### src/rtl/axi_lite_pkg.sv
// Shared response codes, FSM state types and strobe-merge helper for the
// AXI4-Lite mask-register slave.
package axi_lite_pkg;

  localparam logic [1:0] RESP_OKAY   = 2'b00;
  localparam logic [1:0] RESP_SLVERR = 2'b10;

  typedef enum logic {W_IDLE, W_RESP} wr_state_t;
  typedef enum logic {R_IDLE, R_DATA} rd_state_t;

  // Byte-lane merge: lanes with a set strobe take new data, others keep old.
  function automatic logic [31:0] apply_strobe(input logic [31:0] old_word,
                                               input logic [31:0] new_word,
                                               input logic [3:0]  strb);
    logic [31:0] res;
    for (int b = 0; b < 4; b++) begin
      res[8*b +: 8] = strb[b] ? new_word[8*b +: 8] : old_word[8*b +: 8];
    end
    return res;
  endfunction

endpackage

### src/rtl/axi_lite_mask_regfile.sv
// NUM_REGS x 32-bit mask register array: byte-strobe write, combinational
// read port, full array export and synchronous clear.
module axi_lite_mask_regfile
  import axi_lite_pkg::*;
#(
  parameter int NUM_REGS = 4,
  parameter int IDX_W    = 2
) (
  input  logic                   clk_i,
  input  logic                   srst_i,
  input  logic                   we_i,
  input  logic [IDX_W-1:0]       widx_i,
  input  logic [31:0]            wdata_i,
  input  logic [3:0]             wstrb_i,
  input  logic [IDX_W-1:0]       ridx_i,
  output logic [31:0]            rdata_o,
  output logic [NUM_REGS*32-1:0] regs_o
);

  logic [31:0] regs_q [NUM_REGS];

  always_ff @(posedge clk_i) begin
    if (srst_i) begin
      for (int i = 0; i < NUM_REGS; i++) regs_q[i] <= '0;
    end else if (we_i) begin
      regs_q[widx_i] <= apply_strobe(regs_q[widx_i], wdata_i, wstrb_i);
    end
  end

  assign rdata_o = regs_q[ridx_i];

  for (genvar gi = 0; gi < NUM_REGS; gi++) begin : g_export
    assign regs_o[32*gi +: 32] = regs_q[gi];
  end

endmodule

### src/rtl/axi_lite_mask_slave.sv
// AXI4-Lite responder holding the fabric mask registers; exports the array and
// pulses a write notification on every committed in-range write.
module axi_lite_mask_slave
  import axi_lite_pkg::*;
#(
  parameter int ADDR_W   = 32,
  parameter int DATA_W   = 32,
  parameter int NUM_REGS = 4
) (
  input  logic                   aclk,
  input  logic                   areset,
  input  logic [ADDR_W-1:0]      s_axi_awaddr,
  input  logic [2:0]             s_axi_awprot,
  input  logic                   s_axi_awvalid,
  output logic                   s_axi_awready,
  input  logic [DATA_W-1:0]      s_axi_wdata,
  input  logic [3:0]             s_axi_wstrb,
  input  logic                   s_axi_wvalid,
  output logic                   s_axi_wready,
  output logic [1:0]             s_axi_bresp,
  output logic                   s_axi_bvalid,
  input  logic                   s_axi_bready,
  input  logic [ADDR_W-1:0]      s_axi_araddr,
  input  logic [2:0]             s_axi_arprot,
  input  logic                   s_axi_arvalid,
  output logic                   s_axi_arready,
  output logic [DATA_W-1:0]      s_axi_rdata,
  output logic [1:0]             s_axi_rresp,
  output logic                   s_axi_rvalid,
  input  logic                   s_axi_rready,
  output logic                   S_MASK_VALID,
  output logic [31:0]            S_MASK_ADDR,
  output logic [31:0]            S_MASK_DATA,
  output logic [NUM_REGS*32-1:0] S_MASK_REGS
);

  localparam int              IDX_W  = $clog2(NUM_REGS);
  localparam logic [ADDR_W-1:0] WINDOW = ADDR_W'(NUM_REGS * 4);

  logic unused_prot;
  assign unused_prot = ^{s_axi_awprot, s_axi_arprot};

  wr_state_t          wr_state_q;
  logic               awready_q, wready_q, aw_held_q, w_held_q;
  logic [ADDR_W-1:0]  awaddr_q;
  logic [DATA_W-1:0]  wdata_q;
  logic [3:0]         wstrb_q;
  logic               bvalid_q;
  logic [1:0]         bresp_q;
  logic               mask_valid_q;
  logic [31:0]        mask_addr_q, mask_data_q;

  rd_state_t          rd_state_q;
  logic               arready_q, rvalid_q;
  logic [DATA_W-1:0]  rdata_q;
  logic [1:0]         rresp_q;

  logic [31:0]        regs_arr [NUM_REGS];
  logic [31:0]        rd_word;
  logic [IDX_W-1:0]   w_idx, r_idx;
  logic               w_in_range, r_in_range, commit;

  assign w_idx      = awaddr_q[2 +: IDX_W];
  assign r_idx      = s_axi_araddr[2 +: IDX_W];
  assign w_in_range = awaddr_q < WINDOW;
  assign r_in_range = s_axi_araddr < WINDOW;
  assign commit     = (wr_state_q == W_IDLE) && aw_held_q && w_held_q;

  for (genvar gi = 0; gi < NUM_REGS; gi++) begin : g_unpack
    assign regs_arr[gi] = S_MASK_REGS[32*gi +: 32];
  end

  axi_lite_mask_regfile #(
    .NUM_REGS (NUM_REGS),
    .IDX_W    (IDX_W)
  ) u_regfile (
    .clk_i   (aclk),
    .srst_i  (areset),
    .we_i    (commit && w_in_range),
    .widx_i  (w_idx),
    .wdata_i (wdata_q),
    .wstrb_i (wstrb_q),
    .ridx_i  (r_idx),
    .rdata_o (rd_word),
    .regs_o  (S_MASK_REGS)
  );

  // Write path: AW and W captured independently, committed once both are held.
  always_ff @(posedge aclk) begin
    if (areset) begin
      wr_state_q   <= W_IDLE;
      awready_q    <= 1'b0;
      wready_q     <= 1'b0;
      aw_held_q    <= 1'b0;
      w_held_q     <= 1'b0;
      awaddr_q     <= '0;
      wdata_q      <= '0;
      wstrb_q      <= '0;
      bvalid_q     <= 1'b0;
      bresp_q      <= RESP_OKAY;
      mask_valid_q <= 1'b0;
      mask_addr_q  <= '0;
      mask_data_q  <= '0;
    end else begin
      mask_valid_q <= 1'b0;
      case (wr_state_q)
        W_IDLE: begin
          if (awready_q && s_axi_awvalid) begin
            awaddr_q  <= s_axi_awaddr;
            aw_held_q <= 1'b1;
          end
          if (wready_q && s_axi_wvalid) begin
            wdata_q  <= s_axi_wdata;
            wstrb_q  <= s_axi_wstrb;
            w_held_q <= 1'b1;
          end
          awready_q <= !(aw_held_q || (awready_q && s_axi_awvalid));
          wready_q  <= !(w_held_q || (wready_q && s_axi_wvalid));
          if (commit) begin
            bvalid_q   <= 1'b1;
            bresp_q    <= w_in_range ? RESP_OKAY : RESP_SLVERR;
            wr_state_q <= W_RESP;
            if (w_in_range) begin
              mask_valid_q <= 1'b1;
              mask_addr_q  <= 32'(awaddr_q);
              mask_data_q  <= apply_strobe(regs_arr[w_idx], wdata_q, wstrb_q);
            end
          end
        end
        W_RESP: begin
          if (s_axi_bready) begin
            bvalid_q   <= 1'b0;
            aw_held_q  <= 1'b0;
            w_held_q   <= 1'b0;
            awready_q  <= 1'b1;
            wready_q   <= 1'b1;
            wr_state_q <= W_IDLE;
          end
        end
        default: wr_state_q <= W_IDLE;
      endcase
    end
  end

  // Read path samples the array before any same-edge write lands.
  always_ff @(posedge aclk) begin
    if (areset) begin
      rd_state_q <= R_IDLE;
      arready_q  <= 1'b0;
      rvalid_q   <= 1'b0;
      rdata_q    <= '0;
      rresp_q    <= RESP_OKAY;
    end else begin
      case (rd_state_q)
        R_IDLE: begin
          arready_q <= 1'b1;
          if (arready_q && s_axi_arvalid) begin
            rdata_q    <= r_in_range ? rd_word : '0;
            rresp_q    <= r_in_range ? RESP_OKAY : RESP_SLVERR;
            rvalid_q   <= 1'b1;
            arready_q  <= 1'b0;
            rd_state_q <= R_DATA;
          end
        end
        R_DATA: begin
          if (s_axi_rready) begin
            rvalid_q   <= 1'b0;
            arready_q  <= 1'b1;
            rd_state_q <= R_IDLE;
          end
        end
        default: rd_state_q <= R_IDLE;
      endcase
    end
  end

  assign s_axi_awready = awready_q;
  assign s_axi_wready  = wready_q;
  assign s_axi_bvalid  = bvalid_q;
  assign s_axi_bresp   = bresp_q;
  assign s_axi_arready = arready_q;
  assign s_axi_rvalid  = rvalid_q;
  assign s_axi_rdata   = rdata_q;
  assign s_axi_rresp   = rresp_q;
  assign S_MASK_VALID  = mask_valid_q;
  assign S_MASK_ADDR   = mask_addr_q;
  assign S_MASK_DATA   = mask_data_q;

endmodule
### config.mk
export PLATFORM = sky130hd
export DESIGN_NAME = axi_lite_mask_slave
export DESIGN_NICKNAME = d
export VERILOG_FILES = /design/src/rtl/axi_lite_pkg.sv /design/src/rtl/axi_lite_mask_regfile.sv /design/src/rtl/axi_lite_mask_slave.sv
export SDC_FILE = /design/constraint.sdc
export NUM_CORES = 1
export LEC_CHECK = 0
export ABC_AREA = 1
export CORE_AREA = 2 2 173 175
export CTS_BUF_LIST = sky130_fd_sc_hd__clkbuf_8
export CTS_CLUSTER_SIZE = 30
export DETAILED_ROUTE_END_ITERATION = 6
export DIE_AREA = 0 0 175 177
export GPL_TIMING_DRIVEN = 1
export PLACE_DENSITY = 0.86
export SLEW_MARGIN = 10
export SYNTH_ARGS = -nofsm -noshare
export SYNTH_HDL_FRONTEND = slang
export SYNTH_SLANG_ARGS = --single-unit
### constraint.sdc
create_clock -name aclk -period 2.2 [get_ports aclk]
set_clock_uncertainty 0.2 [all_clocks]
set_input_delay 0.44 -clock aclk [delete_from_list [all_inputs] [get_ports aclk]]
set_output_delay 0.44 -clock aclk [all_outputs]
set_load 0.02 [all_outputs]
==> impl_results.md <==
- Total Routing Usage GR: 0.265
- Total global routing overflow: 0
- Setup crit start kind: flop
- Hpwl dp: 29.2 mm
- Pre-CTS WS: -0.209 ns
- Highest routed metal layer: met4
- Initial antenna violation count: 1
- Area growth syn-to-layout: 41.6%
- Final number of hold-violating endpoints: 0
- Final net count: 2,007
- Total CTS buffers: 50
- Fin crit share: 1.00
- FF-to-FF End: u_regfile.regs_q[2][31]
- Worst-path fanout max: 8
- Run status: complete, but fails checks
- Critical Path Max Stage Delay: 0.32 ns
- Least-Margin Pin Slew: 0.619 ns
- WL met3: 4.42 mm
- Vias in the first global route: 12,287
- RSZ-0062 raised after global routing: yes
- Register bit total from synthesis: 304
- Detailed route wirelength on metal2: 20.3 mm
- CTS tree: built
- Routability cong.: 0.922
- Fmax: 453 MHz
- Avg Inst Size Synth: 8.45 sq um
- Setup ws final: -0.00768 ns
- Routed via count: 12,464
- Depth of the CTS H-tree: 2
- Worst hold path depth: 2
- CP max stage cell: dfxtp_2
- Min Hold Slack: 0.220 ns
- Max-slew headroom: 0.587
- Failing checks: setup timing
- CP arrival: 2.27 ns
- First-pass GRT wire length: 64.8 mm
- Detailed Route Iter0 Violations: 1,105
- Synth Cell Area: 12,900 sq um
- Overall Power: 0.0123 W
- Bufs on Longest Clock Path: 3
- Final Core Density: 0.627
- Number of cells after detailed placement: 2,227
- Post-route DRC: 0
- Routed len/inst: 18.1 um
- WP buf/inv: 3
- Cell Rows: 63
- CTS Sinks: 304
- Cells along the critical path: nor2_2 > nand2_1 > nor2_1 > nand2_1 > nor2_4 > o211ai_1 > nand2_4 > buf_6 > buf_8 > nand4_4 > nand2_2 > buf_6
- Sequential area share after synthesis: 0.569
- CP Data Required Time: 2.26 ns
- Min Tclk post-route: 2.21 ns
- Worst-skew pair later-pin latency: 0.56 ns
- Largest delay share family, worst path: simple AND/OR/NAND/NOR gates
- Critical path class: reg2reg
- Die height: 177 um
- Lkg Pwr: 8.23 nW
- Max-Cap Viols: 0
- Fin. max-slew vios: 0
- Clk slew on worst S/H paths: 0.06 ns
- Layout cell share with drive strength beyond 1: 0.117
- Min-Delay Endpoint: S_MASK_ADDR[18]
- Met1 WL: 15.5 mm
- Final Non-Filler Cells: 2,325
- R2r setup slk: -0.008 ns
- Min-delay src: S_MASK_ADDR[18]
- Die area: 31,000 sq um
- # setup viols final: 12
- Drt first pass iters: 6
- Antenna viol nets, final: 0
- Max IR drop VDD: 0.495 mV
- Core Region: 29,200 sq um
- Initial Util: 0.443
- Vias per cell: 5.36
- Synthesis Warnings: 0
- Die width: 175 um
- PwrDens: 670 nW/um^2
- Number of port buffers: 336
- Reg2Reg Launch Point: awaddr_q[27]
- R2r worst-path depth: 12
- WL final: 42.0 mm
- Filler instances: 2,407
- Hold crit path type: reg2reg
- Root Buffer Master: clkbuf_8
- Cell count after synthesis: 1,532
- Yosys cell types: 33
- Crit. End Element: flop
- IO Pins: 347
- Largest net degree at the start of global routing: 86
cell usage in the layout (no fill, tap or decap), types with 3 or more instances in the layout:
master	instances
inv_1	145
buf_2	3
o21ai_0	257
nand4_4	11
clkinv_2	7
clkbuf_8	58
buf_4	43
nand2_8	3
buf_12	16
nor4_1	3
nor2_1	310
clkdlybuf4s50_1	140
nor2_2	16
dfxtp_2	6
a21oi_1	79
o21ai_4	3
buf_6	15
o32ai_1	15
dlygate4sd2_1	149
o22ai_1	15
dfxtp_1	170
nand2_4	10
nand3_1	40
clkinvlp_4	5
dlymetal6s2s_1	44
clkinv_1	6
a31oi_1	32
edfxtp_1	128
nand2_2	17
nand2_1	163
state kept, by name (all words and copies together) (netlist names), 4 cells and up:
signal            flops
S_MASK_ADDR          32
awaddr_q             32
wdata_q              32
S_MASK_DATA          32
u_regfile.regs_q    128
s_axi_rdata          32
wstrb_q               4
power breakdown:
part	leakage (nW)	switching (W)	total, W	internal (W)
logic	4.91	0.000891	0.00147	0.000582
registers	2.75	0.000148	0.00620	0.00605
clock network	0.570	0.00220	0.00460	0.00240
area by class of cell:
type / count / area [sq um] / area share
sequential: 304 / 7370 / 0.402
multi-input combinational: 994 / 4910 / 0.268
timing repair buffer: 411 / 4100 / 0.224
clock buffer: 58 / 798 / 0.0435
inverter: 133 / 513 / 0.0280
tap: 390 / 488 / 0.0266
clock inverter: 34 / 149 / 0.00812
antenna: 1 / 2.50 / 0.000136
kinds of logic (layout without fill, tap and decap cells):
family                 Yosys count  count (layout)  share of synthesized area
AND/OR/NAND/NOR                585             585                      0.191
other                            1               3                   0.000290
buffers and inverters          235             636                     0.0720
AO/OA/AOI/OAI                  407             407                      0.168
flip-flops                     304             304                      0.569
worst max-delay path by stage:
stage                           from                 endpoint  slack, ns  cells past startpoint
finish                  awaddr_q[27]  u_regfile.regs_q[2][31]     -0.008                     12
global route            awaddr_q[27]  u_regfile.regs_q[2][31]      -0.12                     12
CTS                     awaddr_q[30]  u_regfile.regs_q[3][14]      -0.06                     12
detailed placement       awaddr_q[8]  u_regfile.regs_q[1][12]      -0.21                      8
global placement    s_axi_araddr[10]           s_axi_rdata[7]      -0.16                      7
floorplan                 wr_state_q  u_regfile.regs_q[2][16]       0.04                      8
worst register-to-register path, stage by stage, from the launching register on:
cell	delay (ns)
dfxtp_2	0.32
nor2_2	0.10
nand2_1	0.08
nor2_1	0.11
nand2_1	0.10
nor2_4	0.16
o211ai_1	0.14
nand2_4	0.12
buf_6	0.11
buf_8	0.13
nand4_4	0.09
nand2_2	0.10
buf_6	0.14
routing by layer:
layer | track usage | vias up
met5 | 0 | -
met4 | 0.134 | 0
met3 | 0.0722 | 138
met2 | 0.454 | 744
met1 | 0.305 | 5733
li1 | - | 5849
timing repair:
action                                  4_1_cts  5_1_grt
hold buffers                                  0        0
resized for setup                           179      110
pin swaps                                    18       15
endpoints found under the setup margin      269      278
buffers inserted                              4        2
synthesized netlist by cell type:
| cell type | instances | area [sq um] |
|---|---|---|
| buf_4 | 2 | 15.0 |
| nand2_2 | 1 | 6.26 |
| nand3_1 | 41 | 205 |
| clkinv_1 | 4 | 15.0 |
| a211oi_1 | 2 | 15.0 |
| nor3_1 | 1 | 5.00 |
| edfxtp_1 | 128 | 3840 |
| a31oi_1 | 32 | 200 |
| o21ai_0 | 258 | 1290 |
| clkbuf_1 | 70 | 263 |
| dfxtp_1 | 176 | 3520 |
| nand2_1 | 191 | 717 |
| buf_1 | 8 | 30.0 |
| nand4_4 | 8 | 170 |
| o211ai_1 | 2 | 15.0 |
| conb_1 | 1 | 3.75 |
| o22ai_1 | 15 | 93.8 |
| nor2_2 | 1 | 6.26 |
| nor4_1 | 3 | 18.8 |
| and2_1 | 3 | 18.8 |
| or2_2 | 2 | 12.5 |
| o32ai_1 | 15 | 131 |
| nand4_1 | 2 | 12.5 |
| buf_12 | 1 | 20.0 |
| inv_1 | 128 | 480 |
| nor2_1 | 326 | 1220 |
| nand3_2 | 1 | 10.0 |
| nand4_2 | 4 | 50.1 |
| o21ai_2 | 4 | 35.0 |
| inv_2 | 1 | 3.75 |
| nand2_4 | 1 | 11.3 |
| buf_2 | 21 | 105 |
| a21oi_1 | 79 | 395 |
stage by stage:
| step | instance area, sq um | TNS [ns] |
|---|---|---|
| after floorplan | 13000 | 0 |
| after global placement | 17100 | -7.40 |
| after detailed placement | 17100 | -14.93 |
| after global routing | 18300 | -9.01 |
| after CTS | 18000 | -0.773 |
| final | 18300 | -0.0533 |
No activity file was read; power rests on OpenSTA's default activity.
